File: src/rtl/sp_ram_bist_pkg.sv
// Shared types and the March C- element table for the single-port RAM BIST engine.
package sp_ram_bist_pkg;

  localparam int NUM_ELEMS = 6;
  localparam int ERR_CNT_W = 16;

  typedef enum logic [2:0] {
    S_IDLE, S_WR, S_RD, S_RW_RD, S_RW_WR, S_DRAIN, S_DONE
  } state_t;

  typedef enum logic [2:0] {
    M0 = 3'd0, M1 = 3'd1, M2 = 3'd2, M3 = 3'd3, M4 = 3'd4, M5 = 3'd5
  } elem_t;

  typedef struct packed {
    logic down;
    logic has_read;
    logic has_write;
    logic rd_inv;
    logic wr_inv;
  } march_op_t;

  // Columns: down, has_read, has_write, rd_inv, wr_inv
  localparam march_op_t MARCH_TBL [NUM_ELEMS] = '{
    '{1'b0, 1'b0, 1'b1, 1'b0, 1'b0},  // M0 up   w(P)
    '{1'b0, 1'b1, 1'b1, 1'b0, 1'b1},  // M1 up   r(P)  w(~P)
    '{1'b0, 1'b1, 1'b1, 1'b1, 1'b0},  // M2 up   r(~P) w(P)
    '{1'b1, 1'b1, 1'b1, 1'b0, 1'b1},  // M3 down r(P)  w(~P)
    '{1'b1, 1'b1, 1'b1, 1'b1, 1'b0},  // M4 down r(~P) w(P)
    '{1'b1, 1'b1, 1'b0, 1'b0, 1'b0}   // M5 down r(P)
  };

  function automatic elem_t next_elem(input elem_t e);
    return elem_t'(e + 3'd1);
  endfunction

endpackage

File: src/rtl/sp_ram_bist_addr_gen.sv
// Loadable up/down word-address counter with first/last flags for the current direction.
module sp_ram_bist_addr_gen
  import sp_ram_bist_pkg::*;
#(
  parameter int NUM_WORDS  = 8192,
  parameter int ADDR_WIDTH = $clog2(NUM_WORDS)
) (
  input  logic                  clk,
  input  logic                  rst_i,
  input  logic                  load,
  input  logic                  load_down,
  input  logic                  step,
  input  logic                  down,
  output logic [ADDR_WIDTH-1:0] addr,
  output logic                  first,
  output logic                  last
);

  localparam logic [ADDR_WIDTH-1:0] MAX_ADDR = ADDR_WIDTH'(NUM_WORDS - 1);

  // NOTE: state is updated with non-blocking assignments so every flop samples pre-edge values.
  always_ff @(posedge clk) begin
    if (rst_i) begin
      addr <= '0;
    end else if (load) begin
      addr <= load_down ? MAX_ADDR : '0;
    end else if (step) begin
      addr <= down ? addr - 1'b1 : addr + 1'b1;
    end
  end

  assign first = down ? (addr == MAX_ADDR) : (addr == '0);
  assign last  = down ? (addr == '0)       : (addr == MAX_ADDR);

endmodule

File: src/rtl/sp_ram_march_bist.sv
// March C- BIST engine driving a single-port RAM wrapper port.
// Optional saturating miscompare counter (err_cnt_o) when BIST_ERR_CNT_EN is defined.
module sp_ram_march_bist
  import sp_ram_bist_pkg::*;
#(
  parameter int          NUM_WORDS  = 8192,
  parameter int          ADDR_WIDTH = $clog2(NUM_WORDS),
  parameter logic [31:0] PATTERN    = 32'h5555_5555
) (
  input  logic                  clk,
  input  logic                  rst_i,
  input  logic                  start_i,
  output logic                  busy_o,
  output logic                  done_o,
  output logic                  pass_o,
  output logic [ADDR_WIDTH-1:0] fail_addr_o,
  output logic [2:0]            fail_elem_o,
  output logic                  ram_en_o,
  output logic [ADDR_WIDTH-1:0] ram_addr_o,
  output logic [31:0]           ram_wdata_o,
  output logic                  ram_we_o,
  output logic [3:0]            ram_be_o,
  output logic                  ram_bypass_en_o,
  input  logic [31:0]           ram_rdata_i
`ifdef BIST_ERR_CNT_EN
  ,
  output logic [ERR_CNT_W-1:0]  err_cnt_o
`endif
);

  state_t                  state_q, state_d;
  elem_t                   elem_q, elem_d;
  march_op_t               cur_op;
  logic                    ag_load, ag_step, ag_first, ag_last, start_run;
  logic [ADDR_WIDTH-1:0]   addr;
  logic                    rd_issue, wr_issue, miscompare;
  logic                    cmp_vld_q, fail_seen_q, pass_q;
  logic [31:0]             cmp_exp_q;
  logic [ADDR_WIDTH-1:0]   cmp_addr_q, fail_addr_q;
  elem_t                   cmp_elem_q, fail_elem_q;

  assign cur_op = MARCH_TBL[elem_q];

  sp_ram_bist_addr_gen #(
    .NUM_WORDS  (NUM_WORDS),
    .ADDR_WIDTH (ADDR_WIDTH)
  ) u_addr_gen (
    .clk       (clk),
    .rst_i     (rst_i),
    .load      (ag_load),
    .load_down (MARCH_TBL[elem_d].down),
    .step      (ag_step),
    .down      (cur_op.down),
    .addr      (addr),
    .first     (ag_first),
    .last      (ag_last)
  );

  // NOTE: every always_comb output gets a default first so no path can infer a latch.
  always_comb begin
    state_d   = state_q;
    elem_d    = elem_q;
    ag_load   = 1'b0;
    ag_step   = 1'b0;
    start_run = 1'b0;
    unique case (state_q)
      S_IDLE: if (start_i) begin
        state_d   = S_WR;
        elem_d    = M0;
        ag_load   = !ag_first;
        start_run = 1'b1;
      end
      S_WR: if (ag_last) begin
        state_d = S_RW_RD;
        elem_d  = M1;
        ag_load = 1'b1;
      end else begin
        ag_step = 1'b1;
      end
      S_RW_RD: state_d = S_RW_WR;
      S_RW_WR: if (!ag_last) begin
        state_d = S_RW_RD;
        ag_step = 1'b1;
      end else begin
        elem_d  = next_elem(elem_q);
        ag_load = 1'b1;
        state_d = MARCH_TBL[elem_d].has_write ? S_RW_RD : S_RD;
      end
      S_RD: if (ag_last) state_d = S_DRAIN;
            else         ag_step = 1'b1;
      S_DRAIN: state_d = S_DONE;
      // Park the element on M0 so the idle address counter direction is upward.
      S_DONE: begin
        state_d = S_IDLE;
        elem_d  = M0;
      end
      default: state_d = S_IDLE;
    endcase
  end

  assign rd_issue   = (state_q == S_RD || state_q == S_RW_RD) && cur_op.has_read;
  assign wr_issue   = (state_q == S_WR || state_q == S_RW_WR) && cur_op.has_write;
  assign miscompare = cmp_vld_q && (ram_rdata_i != cmp_exp_q);

  always_ff @(posedge clk) begin
    if (rst_i) begin
      state_q     <= S_IDLE;
      elem_q      <= M0;
      cmp_vld_q   <= 1'b0;
      cmp_exp_q   <= '0;
      cmp_addr_q  <= '0;
      cmp_elem_q  <= M0;
      fail_seen_q <= 1'b0;
      pass_q      <= 1'b0;
      fail_addr_q <= '0;
      fail_elem_q <= M0;
    end else begin
      state_q   <= state_d;
      elem_q    <= elem_d;
      cmp_vld_q <= rd_issue;
      if (rd_issue) begin
        cmp_exp_q  <= cur_op.rd_inv ? ~PATTERN : PATTERN;
        cmp_addr_q <= addr;
        cmp_elem_q <= elem_q;
      end
      if (start_run) begin
        fail_seen_q <= 1'b0;
        pass_q      <= 1'b0;
        fail_addr_q <= '0;
        fail_elem_q <= M0;
      end else if (miscompare && !fail_seen_q) begin
        fail_seen_q <= 1'b1;
        fail_addr_q <= cmp_addr_q;
        fail_elem_q <= cmp_elem_q;
      end
      // The last read's compare lands in DRAIN, so the verdict is final here.
      if (state_q == S_DRAIN) pass_q <= !fail_seen_q && !miscompare;
    end
  end

`ifdef BIST_ERR_CNT_EN
  logic [ERR_CNT_W-1:0] err_cnt_q;

  always_ff @(posedge clk) begin
    if (rst_i || start_run)                err_cnt_q <= '0;
    else if (miscompare && err_cnt_q != '1) err_cnt_q <= err_cnt_q + 1'b1;
  end

  assign err_cnt_o = err_cnt_q;
`endif

  assign busy_o          = (state_q == S_WR) || (state_q == S_RD) || (state_q == S_RW_RD) ||
                           (state_q == S_RW_WR) || (state_q == S_DRAIN);
  assign done_o          = (state_q == S_DONE);
  assign pass_o          = pass_q;
  assign fail_addr_o     = fail_addr_q;
  assign fail_elem_o     = fail_elem_q;
  assign ram_en_o        = rd_issue || wr_issue;
  assign ram_we_o        = wr_issue;
  assign ram_addr_o      = addr;
  assign ram_wdata_o     = wr_issue ? (cur_op.wr_inv ? ~PATTERN : PATTERN) : 32'h0;
  assign ram_be_o        = 4'hF;
  assign ram_bypass_en_o = 1'b0;

endmodule
File: config.mk
export PLATFORM = sky130hd
export DESIGN_NAME = sp_ram_march_bist
export DESIGN_NICKNAME = d
export VERILOG_FILES = /design/src/rtl/sp_ram_bist_pkg.sv /design/src/rtl/sp_ram_bist_addr_gen.sv /design/src/rtl/sp_ram_march_bist.sv
export SDC_FILE = /design/constraint.sdc
export NUM_CORES = 1
export LEC_CHECK = 0
export ABC_CLOCK_PERIOD_IN_PS = 3400
export BUFFER_PORTS_ARGS = -buffer_cell sky130_fd_sc_hd__clkbuf_2
export CAP_MARGIN = 20
export CORE_ASPECT_RATIO = 1.1
export CORE_MARGIN = 1
export CORE_UTILIZATION = 52
export DETAILED_ROUTE_END_ITERATION = 10
export GPL_ROUTABILITY_DRIVEN = 0
export PLACE_DENSITY_LB_ADDON = 0.3
export SETUP_SLACK_MARGIN = 0.4
export SYNTH_ARGS = -nofsm -noshare
export SYNTH_HDL_FRONTEND = slang
export SYNTH_SLANG_ARGS = --single-unit
export TNS_END_PERCENT = 30
File: constraint.sdc
create_clock -name clk -period 3.4 [get_ports clk]
set_input_delay 0.17 -clock clk [delete_from_list [all_inputs] [get_ports clk]]
set_output_delay 0.17 -clock clk [all_outputs]
set_load 0.02 [all_outputs]
==> key figures, run 1 <==
Status
  • Run status: finished clean

Clocking
  • Inserted Clock Buffers: 5
  • CTS tree: built
  • Clock transition at the registers of the reported paths: 0.11 ns
  • Clock latency at the later pin of the worst-skew pair: 0.31 ns
  • CTS root buffer: clkbuf_8
  • Htree depth: 2
  • Clock Sinks: 56
  • CTS Hold Bufs: 0
  • Clock buffer depth: 2

Power
  • Pwr per Cell Area: 349 mW/mm2
  • Leakage: 1.77 nW
  • Peak supply drop: 0.186 mV

Synth
  • Most used flip-flop cell after synthesis: dfxtp_1
  • Yosys warns: 0
  • Async set or reset register ratio after synthesis: 0%
  • Sequential fraction of the synthesis area: 33.4%
  • Netlist Area Pre-Place: 0.00336 mm2
  • Syn avg cell area: 7.96 um2
  • Cell count after synthesis: 422
  • Post-synth EDFFs: 0
  • Synth cell types: 48
  • Yosys reg bits: 56

Worst setup path
  • CP Cell Sequence: ha_1, inv_1, ha_4, clkinvlp_4, fa_2, a211o_1, o211ai_1, a211o_1, a31oi_1, xnor2_1, or3_1, a31oi_1
  • Crit path to: u_addr_gen.addr[12]
  • Worst reg2reg path depth: 12
  • Crit. Startpoint: elem_q[0]
  • Critical path fanouts, max: 7
  • R2r endpoint: u_addr_gen.addr[12]
  • CP startpoint kind: register
  • CP top delay family: compound AO/OA/AOI/OAI gates
  • Crit-path max cell delay: 0.45 ns
  • Slowest stage cell, crit path: fa_2
  • Critical path type: reg -> reg
  • R2r setup slk: 0.50 ns
  • CP Buf/Inv Count: 2
  • Crit path DAT: 3.15 ns
  • Endpoint class of the critical path: register
  • CP Depth: 12
  • Worst flop-to-flop path startpoint: elem_q[0]
  • Data required, critical path: 3.65 ns

Timing
  • Fin crit share: 85.2%
  • Final setup viols: 0
  • Final Max Tran Viols: 0
  • Unrepaired setup endpoints after global routing: no
  • Worst Skew: 0.0108 ns
  • Worst slew pin tran: 0.812 ns
  • Hold Violations, Final: 0
  • FMAX: 0.345 GHz
  • Worst slew margin: 45.7%
  • Setup TNS Final: 0 ns
  • Final Critical Period: 2.90 ns

Die
  • Io pins: 106
  • Die height: 86.3 um
  • Die W: 78.7 um
  • Core area: 0.00619 mm2
  • Rows: 30
  • Initial Util: 54.3%
  • Die area: 0.00679 mm2

Finish
  • Fill cells: 551
  • Layout cells sized above 1: 28.9%
  • Area Overhead vs Synth: 15.8%
  • Most common cell after layout, fill and taps aside: clkbuf_2
  • Commonest non-fill, non-tap cells in the layout: clkbuf_2, nand2_1, dfxtp_1
  • Non-Filler Instances: 572
  • NumNets Final: 542
  • Ant. Diodes: 0

Route
  • DRT iter0 DRCs: 112
  • Drt pass-1 iters: 4
  • Vias per cell: 5.44
  • Routed wire length: 7500 um
  • Vias post-DR: 3110
  • Average wire per standard cell: 13.1 um
  • Drt drc: 0
  • Antenna Nets Post-Route: 0

Global route
  • All-Layer GR Usage: 21.6%
  • Met2 usage: 38.2%
  • Largest net degree at the start of global routing: 29
  • First-pass GRT wire length: 12100 um
  • Most Used Layer, Global Route: met2
  • Antenna violations before repair: 0
  • Total grt overflow: 0
  • Met3 Use GR: 3.37%
  • Vias in the first global route: 2713
  • GR Util met1: 26.7%

Flow run
  • Max-Cap Viols: 0

Hold path
  • Worst min-delay path class: in -> reg

Placed design
  • IO Port Bufs: 100
  • Dpl cells: 553
  • Detail Placement HPWL: 5450 um
## layout make-up
| cell class | count | area [um2] | area share (%) |
|---|---|---|---|
| Clock inverter | 3 | 27.5 | 0.707 |
| Multi-Input combinational cell | 306 | 1920 | 49.3 |
| Sequential cell | 56 | 1130 | 28.9 |
| Tap cell | 80 | 100 | 2.57 |
| Clock buffer | 5 | 68.8 | 1.77 |
| Inverter | 8 | 33.8 | 0.868 |
| Timing Repair Buffer | 114 | 617 | 15.9 |
## worst reg2reg max path, cell delays in order, from the launching register on
cell	delay [ns]
dfxtp_4	0.38
ha_1	0.21
inv_1	0.09
ha_4	0.16
clkinvlp_4	0.24
fa_2	0.45
a211o_1	0.26
o211ai_1	0.15
a211o_1	0.21
a31oi_1	0.09
xnor2_1	0.14
or3_1	0.30
a31oi_1	0.15
## metal layers
layer	vias to the layer above	part of all wire, %
li1	1590	-
met1	1413	45
met2	96	49
met3	11	5.1
met4	0	1.5
met5	-	0
## Yosys cell counts (all sizes together) (2+ instances only)
| library cell | number | area (um2) |
|---|---|---|
| nand3 | 11 | 55.1 |
| o21bai | 2 | 26.3 |
| mux2i | 17 | 170 |
| o211ai | 2 | 15.0 |
| a31oi | 13 | 81.3 |
| conb | 2 | 7.51 |
| a311oi | 2 | 17.5 |
| a211o | 3 | 26.3 |
| inv | 8 | 30.0 |
| a21o | 5 | 37.5 |
| ha | 15 | 188 |
| mux2 | 2 | 26.3 |
| nor2b | 2 | 12.5 |
| nand2b | 6 | 37.5 |
| o21ai | 14 | 70.1 |
| nand3b | 4 | 30.0 |
| buf | 42 | 315 |
| a21oi | 42 | 210 |
| and3 | 5 | 31.3 |
| xor2 | 3 | 26.3 |
| xnor2 | 6 | 52.6 |
| nor3 | 16 | 80.1 |
| a2bb2oi | 2 | 17.5 |
| a211oi | 2 | 15.0 |
| or2 | 3 | 18.8 |
| nor2 | 36 | 135 |
| a41oi | 2 | 17.5 |
| o21a | 2 | 15.0 |
| nor4 | 7 | 50.1 |
| clkbuf | 13 | 48.8 |
| o22a | 2 | 18.8 |
| or3 | 5 | 31.3 |
| nand4 | 7 | 43.8 |
| dfxtp | 56 | 1120 |
| nand2 | 56 | 210 |
## worst min-delay path by stage
stage             startpoint       endpoint  slack [ns]  cells past startpoint
6_report             start_i     state_q[0]        0.25                      4
5_1_grt              start_i     state_q[0]        0.30                      4
4_1_cts              start_i     state_q[0]        0.26                      4
3_5_place_dp   cmp_addr_q[0]  cmp_addr_q[0]        0.45                      2
3_3_place_gp   cmp_addr_q[6]  cmp_addr_q[6]        0.44                      2
2_1_floorplan        start_i     state_q[0]        0.41                      3
## sequential cells by signal, summed over array words and instances (netlist names)
| register | flops |
|---|---|
| state_q | 3 |
| cmp_elem_q | 3 |
| cmp_vld_q | 1 |
| pass_o | 1 |
| cmp_addr_q | 13 |
| fail_addr_o | 13 |
| cmp_exp_q | 2 |
| fail_seen_q | 1 |
| u_addr_gen.addr | 13 |
| elem_q | 3 |
| fail_elem_o | 3 |
## where the power goes
part / total [mW] / internal [mW] / switching (mW)
Combinational: 0.261 / 0.105 / 0.156
Clock: 0.379 / 0.152 / 0.227
Sequential: 0.717 / 0.675 / 0.0425
Total: 1.36 / 0.931 / 0.425
## what timing repair did
action	in CTS	in global routing
setup buffers	2	9
pin swaps	0	6
endpoints found under the setup margin	3	6
resized for setup	1	18
## logic make-up (layout without fill, tap and decap cells)
| kind of cell | count (synthesis) | in the layout | share of synthesized area [%] |
|---|---|---|---|
| buffers and inverters | 63 | 130 | 11.7 |
| flip-flops | 56 | 56 | 33.4 |
| adder cells (fa/ha/maj) | 16 | 16 | 6.18 |
| multiplexers | 19 | 19 | 5.84 |
| XOR/XNOR | 9 | 9 | 2.35 |
| AO/OA/AOI/OAI | 97 | 97 | 17.9 |
| other | 2 | 5 | 0.223 |
| AND/OR/NAND/NOR | 160 | 160 | 22.4 |
## stage by stage
step | area, um2 | hold slack, ns | utilization (%) | power [mW] | setup slack, ns
floorplan | 3370 | 0.410 | - | 0.912 | 0.607
global placement | 3630 | 0.444 | 58.6 | 0.971 | 0.312
detailed placement | 3630 | 0.449 | 58.6 | 0.977 | 0.232
CTS | 3750 | 0.256 | 60.5 | 1.35 | 0.401
global route | 3890 | 0.303 | 62.8 | 1.41 | 0.364
finish | 3890 | 0.254 | 62.8 | 1.36 | 0.502
(Power assumes the default switching activity.)
==> run 2: changes to the inputs <==
Settings changed: SYNTH_HIERARCHICAL set to 1.
==> key figures, run 2 <==
Power
  • Peak supply drop: 0.212 mV (was 0.186 mV)
  • Leakage: 1.70 nW (was 1.77 nW)
  • Pwr per Cell Area: 332 mW/mm2 (was 349 mW/mm2)

Timing
  • Final Worst Setup Slack: 0.460 ns (was 0.502 ns)
  • FMAX: 0.340 GHz (was 0.345 GHz)
  • Setup TNS Final: 0 ns (unchanged)
  • Worst slew pin tran: 0.757 ns (was 0.812 ns)
  • Hold Violations, Final: 0 (unchanged)
  • Worst slew margin: 49.3% (was 45.7%)
  • Fin crit share: 86.5% (was 85.2%)
  • Final Max Tran Viols: 0 (unchanged)
  • Final setup viols: 0 (unchanged)
  • Worst Skew: 0.0118 ns (was 0.0108 ns)
  • Final Critical Period: 2.94 ns (was 2.90 ns)
  • Unrepaired setup endpoints after global routing: yes (was no)

Synth
  • Yosys reg bits: 56 (unchanged)
  • Commonest cells in the netlist: nand2_1, dfxtp_1, a21oi_1 (was dfxtp_1, nand2_1, a21oi_1)
  • Top cell type's share of synthesized area: 32.1% (was 33.4%)
  • Post-synth EDFFs: 0 (unchanged)
  • Netlist Area Pre-Place: 0.00349 mm2 (was 0.00336 mm2)
  • Synth cell types: 55 (was 48)
  • Most used flip-flop cell after synthesis: dfxtp_1 (unchanged)
  • Count leader, synth: nand2_1
  • Sequential fraction of the synthesis area: 32.1% (was 33.4%)
  • Yosys top cell by area: dfxtp_1 (unchanged)
  • Syn avg cell area: 7.86 um2 (was 7.96 um2)
  • Cell count after synthesis: 444 (was 422)
  • Synth area leaders: dfxtp_1, nand2_1, buf_4 (was dfxtp_1, buf_4, a21oi_1)
  • Yosys warns: 6 (was 0)
  • Async set or reset register ratio after synthesis: 0% (unchanged)

Clocking
  • Clock Sinks: 56 (unchanged)
  • Clock transition at the registers of the reported paths: 0.11 ns (about the same)
  • Htree depth: 2 (unchanged)
  • Clock latency at the later pin of the worst-skew pair: 0.31 ns (about the same)
  • Inserted Clock Buffers: 5 (unchanged)
  • CTS root buffer: clkbuf_8 (unchanged)
  • Clock buffer depth: 2 (unchanged)
  • CTS Hold Bufs: 0 (unchanged)
  • CTS tree: built (unchanged)

Global route
  • Antenna violations before repair: 0 (unchanged)
  • First-pass GRT wire length: 12200 um (was 12100 um)
  • Total grt overflow: 0 (unchanged)
  • Met2 usage: 34.9% (was 38.2%)
  • All-Layer GR Usage: 21.3% (was 21.6%)
  • GR Util met1: 29.6% (was 26.7%)
  • Largest net degree at the start of global routing: 36 (was 29)
  • Most Used Layer, Global Route: met2 (unchanged)
  • Vias in the first global route: 2673 (was 2713)
  • Met3 Use GR: 3.44% (was 3.37%)

Die
  • Io pins: 106 (unchanged)
  • Die height: 87.9 um (was 86.3 um)
  • Initial Util: 55.3% (was 54.3%)
  • Die W: 80.1 um (was 78.7 um)
  • Die area: 0.00704 mm2 (was 0.00679 mm2)
  • Rows: 30 (unchanged)
  • Core area: 0.00631 mm2 (was 0.00619 mm2)

Worst setup path
  • R2r setup slk: 0.46 ns (was 0.50 ns)
  • Endpoint class of the critical path: register (unchanged)
  • Crit. Startpoint: elem_q[0] (unchanged)
  • CP startpoint kind: register (unchanged)
  • Worst flop-to-flop path startpoint: elem_q[0] (unchanged)
  • Crit path DAT: 3.14 ns (was 3.15 ns)
  • Data required, critical path: 3.60 ns (was 3.65 ns)
  • Critical path fanouts, max: 7 (unchanged)
  • Critical path type: reg -> reg (unchanged)

Finish
  • Most common cell after layout, fill and taps aside: clkbuf_2 (unchanged)
  • Ant. Diodes: 0 (unchanged)
  • Design Area, Final: 0.00412 mm2 (was 0.00389 mm2)
  • Layout cells sized above 1: 32.2% (was 28.9%)
  • Area Overhead vs Synth: 18.0% (was 15.8%)
  • Commonest non-fill, non-tap cells in the layout: clkbuf_2, nand2_1, a21oi_1, dfxtp_1, nor2_1 (was clkbuf_2, nand2_1, dfxtp_1)
  • NumNets Final: 573 (was 542)

Placed design
  • Placed instance area: 0.00384 mm2 (was 0.00363 mm2)
  • IO Port Bufs: 100 (unchanged)
  • Placement Setup Slack: 0.256 ns (was 0.232 ns)
  • Detail Placement HPWL: 5680 um (was 5450 um)

Hold path
  • Worst min-delay path class: in -> reg (unchanged)
  • HP Start: start_i (unchanged)

Route
  • Drt drc: 0 (unchanged)
  • Routed wire length: 7850 um (was 7500 um)
  • DRT iter0 DRCs: 148 (was 112)
  • Drt pass-1 iters: 4 (unchanged)
  • Vias per cell: 5.39 (was 5.44)
  • Vias post-DR: 3247 (was 3110)
  • Average wire per standard cell: 13.0 um (was 13.1 um)
  • Antenna Nets Post-Route: 0 (unchanged)

Status
  • Run status: finished clean (unchanged)

Flow run
  • Max-Cap Viols: 0 (unchanged)
-- run 2: changes by cell type after synthesis, sizes merged, moves of 4 or more --
cell    before  now
nand2       56   86
nor2        36   22
a31oi       13    0
a211oi       2   10
inv          8   16
nor2b        2    8
or4          0    6
buf         42   37
and3         5    1
nand3       11    7
nand3b       4    0
-- run 2: area by class of cell --
| type | instances | area (um2) |
|---|---|---|
| Fill cell | 557 | 2190 |
| Multi-Input combinational cell | 322 | 2040 |
| Sequential cell | 56 | 1160 |
| Timing Repair Buffer | 120 | 651 |
| Tap cell | 80 | 100 |
| Clock buffer | 5 | 68.8 |
| Inverter | 16 | 62.6 |
| Clock inverter | 3 | 27.5 |
-- run 2: path summary, 6_finish.rpt --
kind,end,depth (start not counted)
setup / recovery,u_addr_gen/addr[12],13
hold / removal,state_q[0],4
setup reg to reg,u_addr_gen/addr[12],13
hold reg to reg,cmp_addr_q[1],2
-- run 2: per-stage QoR --
step	cells	utilization (%)	hold WS [ns]	power [mW]
2_1_floorplan	447	-	0.232	0.899
3_3_place_gp	583	61.0	0.442	0.969
3_5_place_dp	583	61.0	0.447	0.973
4_1_cts	593	62.9	0.342	1.35
5_1_grt	602	65.3	0.384	1.42
6_report	602	65.3	0.347	1.37
-- run 2: per-layer routing --
layer	share of wire, %	vias to the layer above
met2	48	110
met5	0	-
met4	0.46	0
met1	45	1457
li1	-	1678
met3	6.9	2
-- run 2: kinds of logic (layout without fill, tap and decap cells) --
family / after synthesis / after routing / share of synthesized area (%)
adders and majority gates: 17 / 17 / 6.31
muxes: 19 / 19 / 5.45
xor gates and xnor gates: 9 / 9 / 2.26
DFF: 56 / 56 / 32.1
AOI/OAI and AO/OA: 99 / 99 / 19.0
other: 2 / 5 / 0.215
and+or+nand+nor: 173 / 173 / 23.1
buffers and inverters: 69 / 144 / 11.5
-- run 2: worst max-delay path: stages (launching register included) --
cell      delay [ns]
dfxtp_4         0.38
ha_1            0.20
inv_1           0.06
ha_2            0.18
inv_4           0.04
buf_4           0.15
mux2i_1         0.11
or3b_2          0.46
a211oi_2        0.21
buf_4           0.18
or3_4           0.13
nor2_1          0.04
and3_1          0.17
or4_1           0.50
-- run 2: timing repair --
item	CTS	global route
buffers inserted	2	9
pin swaps	0	6
gates resized for setup	6	25
endpoints found under the setup margin	8	11
-- run 2: power by group --
| part | switching (mW) | internal (mW) |
|---|---|---|
| registers | 0.0287 | 0.673 |
| logic | 0.170 | 0.111 |
| clock network | 0.234 | 0.152 |
| total | 0.433 | 0.935 |
==> run 3: changes to the inputs <==
Settings changed: BUFFER_PORTS_ARGS -buffer_cell sky130_fd_sc_hd__clkbuf_2 to not set, CORE_UTILIZATION 52 to 60, DONT_BUFFER_PORTS set to 1.
==> key figures, run 3 (same netlist as run 2, synthesis figures left out) <==
Power
  • Pwr per Cell Area: 355 mW/mm2 (was 332 mW/mm2)
  • Peak supply drop: 0.173 mV (was 0.212 mV)
  • Design Power: 1.32 mW (was 1.37 mW)
  • Leakage: 1.32 nW (was 1.70 nW)

Worst setup path
  • Endpoint class of the critical path: register (unchanged)
  • Critical path type: reg -> reg (unchanged)
  • R2r endpoint: u_addr_gen/addr[12] (unchanged)
  • Data required, critical path: 3.60 ns (about the same)
  • CP startpoint kind: register (unchanged)
  • Worst reg2reg path depth: 13 (unchanged)
  • Crit path DAT: 3.22 ns (was 3.14 ns)
  • Critical path fanouts, max: 6 (was 7)
  • Worst flop-to-flop path startpoint: u_addr_gen/addr[12] (was elem_q[0])
  • Crit. Startpoint: u_addr_gen/addr[12] (was elem_q[0])
  • R2r setup slk: 0.38 ns (was 0.46 ns)

Timing
  • Final Worst Setup Slack: 0.376 ns (was 0.460 ns)
  • Worst slew pin tran: 0.905 ns (was 0.757 ns)
  • Final Critical Period: 3.02 ns (was 2.94 ns)
  • Worst Skew: 0.00791 ns (was 0.0118 ns)
  • Final Max Tran Viols: 0 (unchanged)
  • Setup TNS Final: 0 ns (unchanged)
  • Hold Slack: 0.0224 ns (was 0.347 ns)
  • Worst slew margin: 39.5% (was 49.3%)
  • Unrepaired setup endpoints after global routing: yes (unchanged)
  • FMAX: 0.331 GHz (was 0.340 GHz)
  • Hold Violations, Final: 0 (unchanged)
  • Fin crit share: 88.9% (was 86.5%)
  • Final setup viols: 0 (unchanged)

Clocking
  • Clock buffer depth: 2 (unchanged)
  • Inserted Clock Buffers: 5 (unchanged)
  • Htree depth: 2 (unchanged)
  • Clock latency at the later pin of the worst-skew pair: 0.31 ns (about the same)
  • CTS root buffer: clkbuf_8 (unchanged)
  • Clock Sinks: 56 (unchanged)
  • Clock transition at the registers of the reported paths: 0.10 ns (was 0.11 ns)
  • CTS tree: built (unchanged)

Route
  • Average wire per standard cell: 15.4 um (was 13.0 um)
  • Antenna Nets Post-Route: 0 (unchanged)
  • Drt drc: 0 (unchanged)
  • DRT iter0 DRCs: 178 (was 148)
  • Drt pass-1 iters: 4 (unchanged)
  • DRT met1 WL: 3300 um (was 3510 um)
  • Met2 routed WL: 3740 um (was 3760 um)
  • Top sig layer: met4 (unchanged)
  • Met3 WL post-DR: 605 um (was 545 um)
  • Vias per cell: 5.87 (was 5.39)
  • Vias post-DR: 2962 (was 3247)
  • Routed wire length: 7780 um (was 7850 um)

Flow run
  • Max-Cap Viols: 0 (unchanged)

Global route
  • First-pass GRT wire length: 11800 um (was 12200 um)
  • Vias in the first global route: 2726 (was 2673)
  • All-Layer GR Usage: 25.1% (was 21.3%)
  • Total grt overflow: 0 (unchanged)
  • Largest net degree at the start of global routing: 36 (unchanged)
  • Antenna violations before repair: 0 (unchanged)

Placed design
  • IO Port Bufs: 0 (was 100)
  • Placement Setup Slack: 0.240 ns (was 0.256 ns)
  • Detail Placement HPWL: 5470 um (was 5680 um)

Finish
  • Ant. Diodes: 0 (unchanged)
  • Layout cells sized above 1: 17.9% (was 32.2%)
  • Area Overhead vs Synth: 6.35% (was 18.0%)
  • Commonest non-fill, non-tap cells in the layout: nand2_1, dfxtp_1, a21oi_1 (was clkbuf_2, nand2_1, a21oi_1, dfxtp_1, nor2_1)
  • Fin util: 67.4% (was 65.3%)
  • NumNets Final: 481 (was 573)
  • Most common cell after layout, fill and taps aside: nand2_1 (was clkbuf_2)

Die
  • Initial Util: 63.4% (was 55.3%)
  • Die area: 0.00612 mm2 (was 0.00704 mm2)
  • Core area: 0.00550 mm2 (was 0.00631 mm2)
  • Rows: 28 (was 30)
  • Io pins: 106 (unchanged)
  • Die W: 74.7 um (was 80.1 um)
  • Die height: 82.0 um (was 87.9 um)

Hold path
  • HP Start: rst_i (was start_i)
  • Hold path depth: 2 (was 4)
  • Worst min-delay path class: in -> reg (unchanged)
  • Hold Crit Endpoint: state_q[0] (unchanged)

Status
  • Run status: finished clean (unchanged)
==> run 3: repair_timing <==
item	in CTS	in global routing
pin swaps	0	13
setup buffers	5	6
hold endpoints to repair	25	0
hold buffers	1	0
gates resized for setup	8	22
endpoints found under the setup margin	4	10
==> run 3: layout make-up <==
class / count / area [um2]
clock buffer: 5 / 68.8
clock inverter: 3 / 21.3
fill: 488 / 1790
inverter: 16 / 62.6
multi-input combinational: 322 / 2060
sequential: 56 / 1160
tap: 75 / 93.8
timing repair buffer: 28 / 244
==> run 3: worst max-delay path by stage <==
stage	to	slack, ns
after global routing	u_addr_gen/addr[12]	0.24
after global placement	u_addr_gen/addr[12]	0.34
after floorplan	u_addr_gen/addr[12]	0.42
final	u_addr_gen/addr[12]	0.38
after detailed placement	u_addr_gen/addr[12]	0.24
after CTS	u_addr_gen/addr[12]	0.40
==> run 3: critical path: stages, from the launching register on <==
cell and delay, ns:
dfxtp_4 0.43, nand4_1 0.13, or4_4 0.56, mux2i_1 0.15, buf_4 0.15, buf_6 0.10
nand2_1 0.06, nor3_2 0.15, a211oi_2 0.07, a32o_2 0.27, a21o_1 0.18, nand2_2 0.13
a21oi_2 0.07, or4_1 0.46
==> run 3: layer usage <==
| layer | global-route usage [%] | vias to the layer above |
|---|---|---|
| met1 | 30.5 | 1343 |
| met2 | 41.7 | 124 |
| li1 | - | 1479 |
| met5 | 0 | - |
| met3 | 7.12 | 16 |
| met4 | 9.62 | 0 |
==> run 3: through the flow <==
step	instance area, um2	std cells
3_3_place_gp	3430	485
5_1_grt	3710	505
4_1_cts	3590	499
3_5_place_dp	3430	485
6_report	3710	505
2_1_floorplan	3520	447
==> run 3: power by group <==
part	switching (mW)	total (mW)	internal, mW	leakage, nW
sequential	0.0409	0.714	0.673	0.460
combinational	0.148	0.234	0.0860	0.813
clock	0.223	0.370	0.147	0.0445
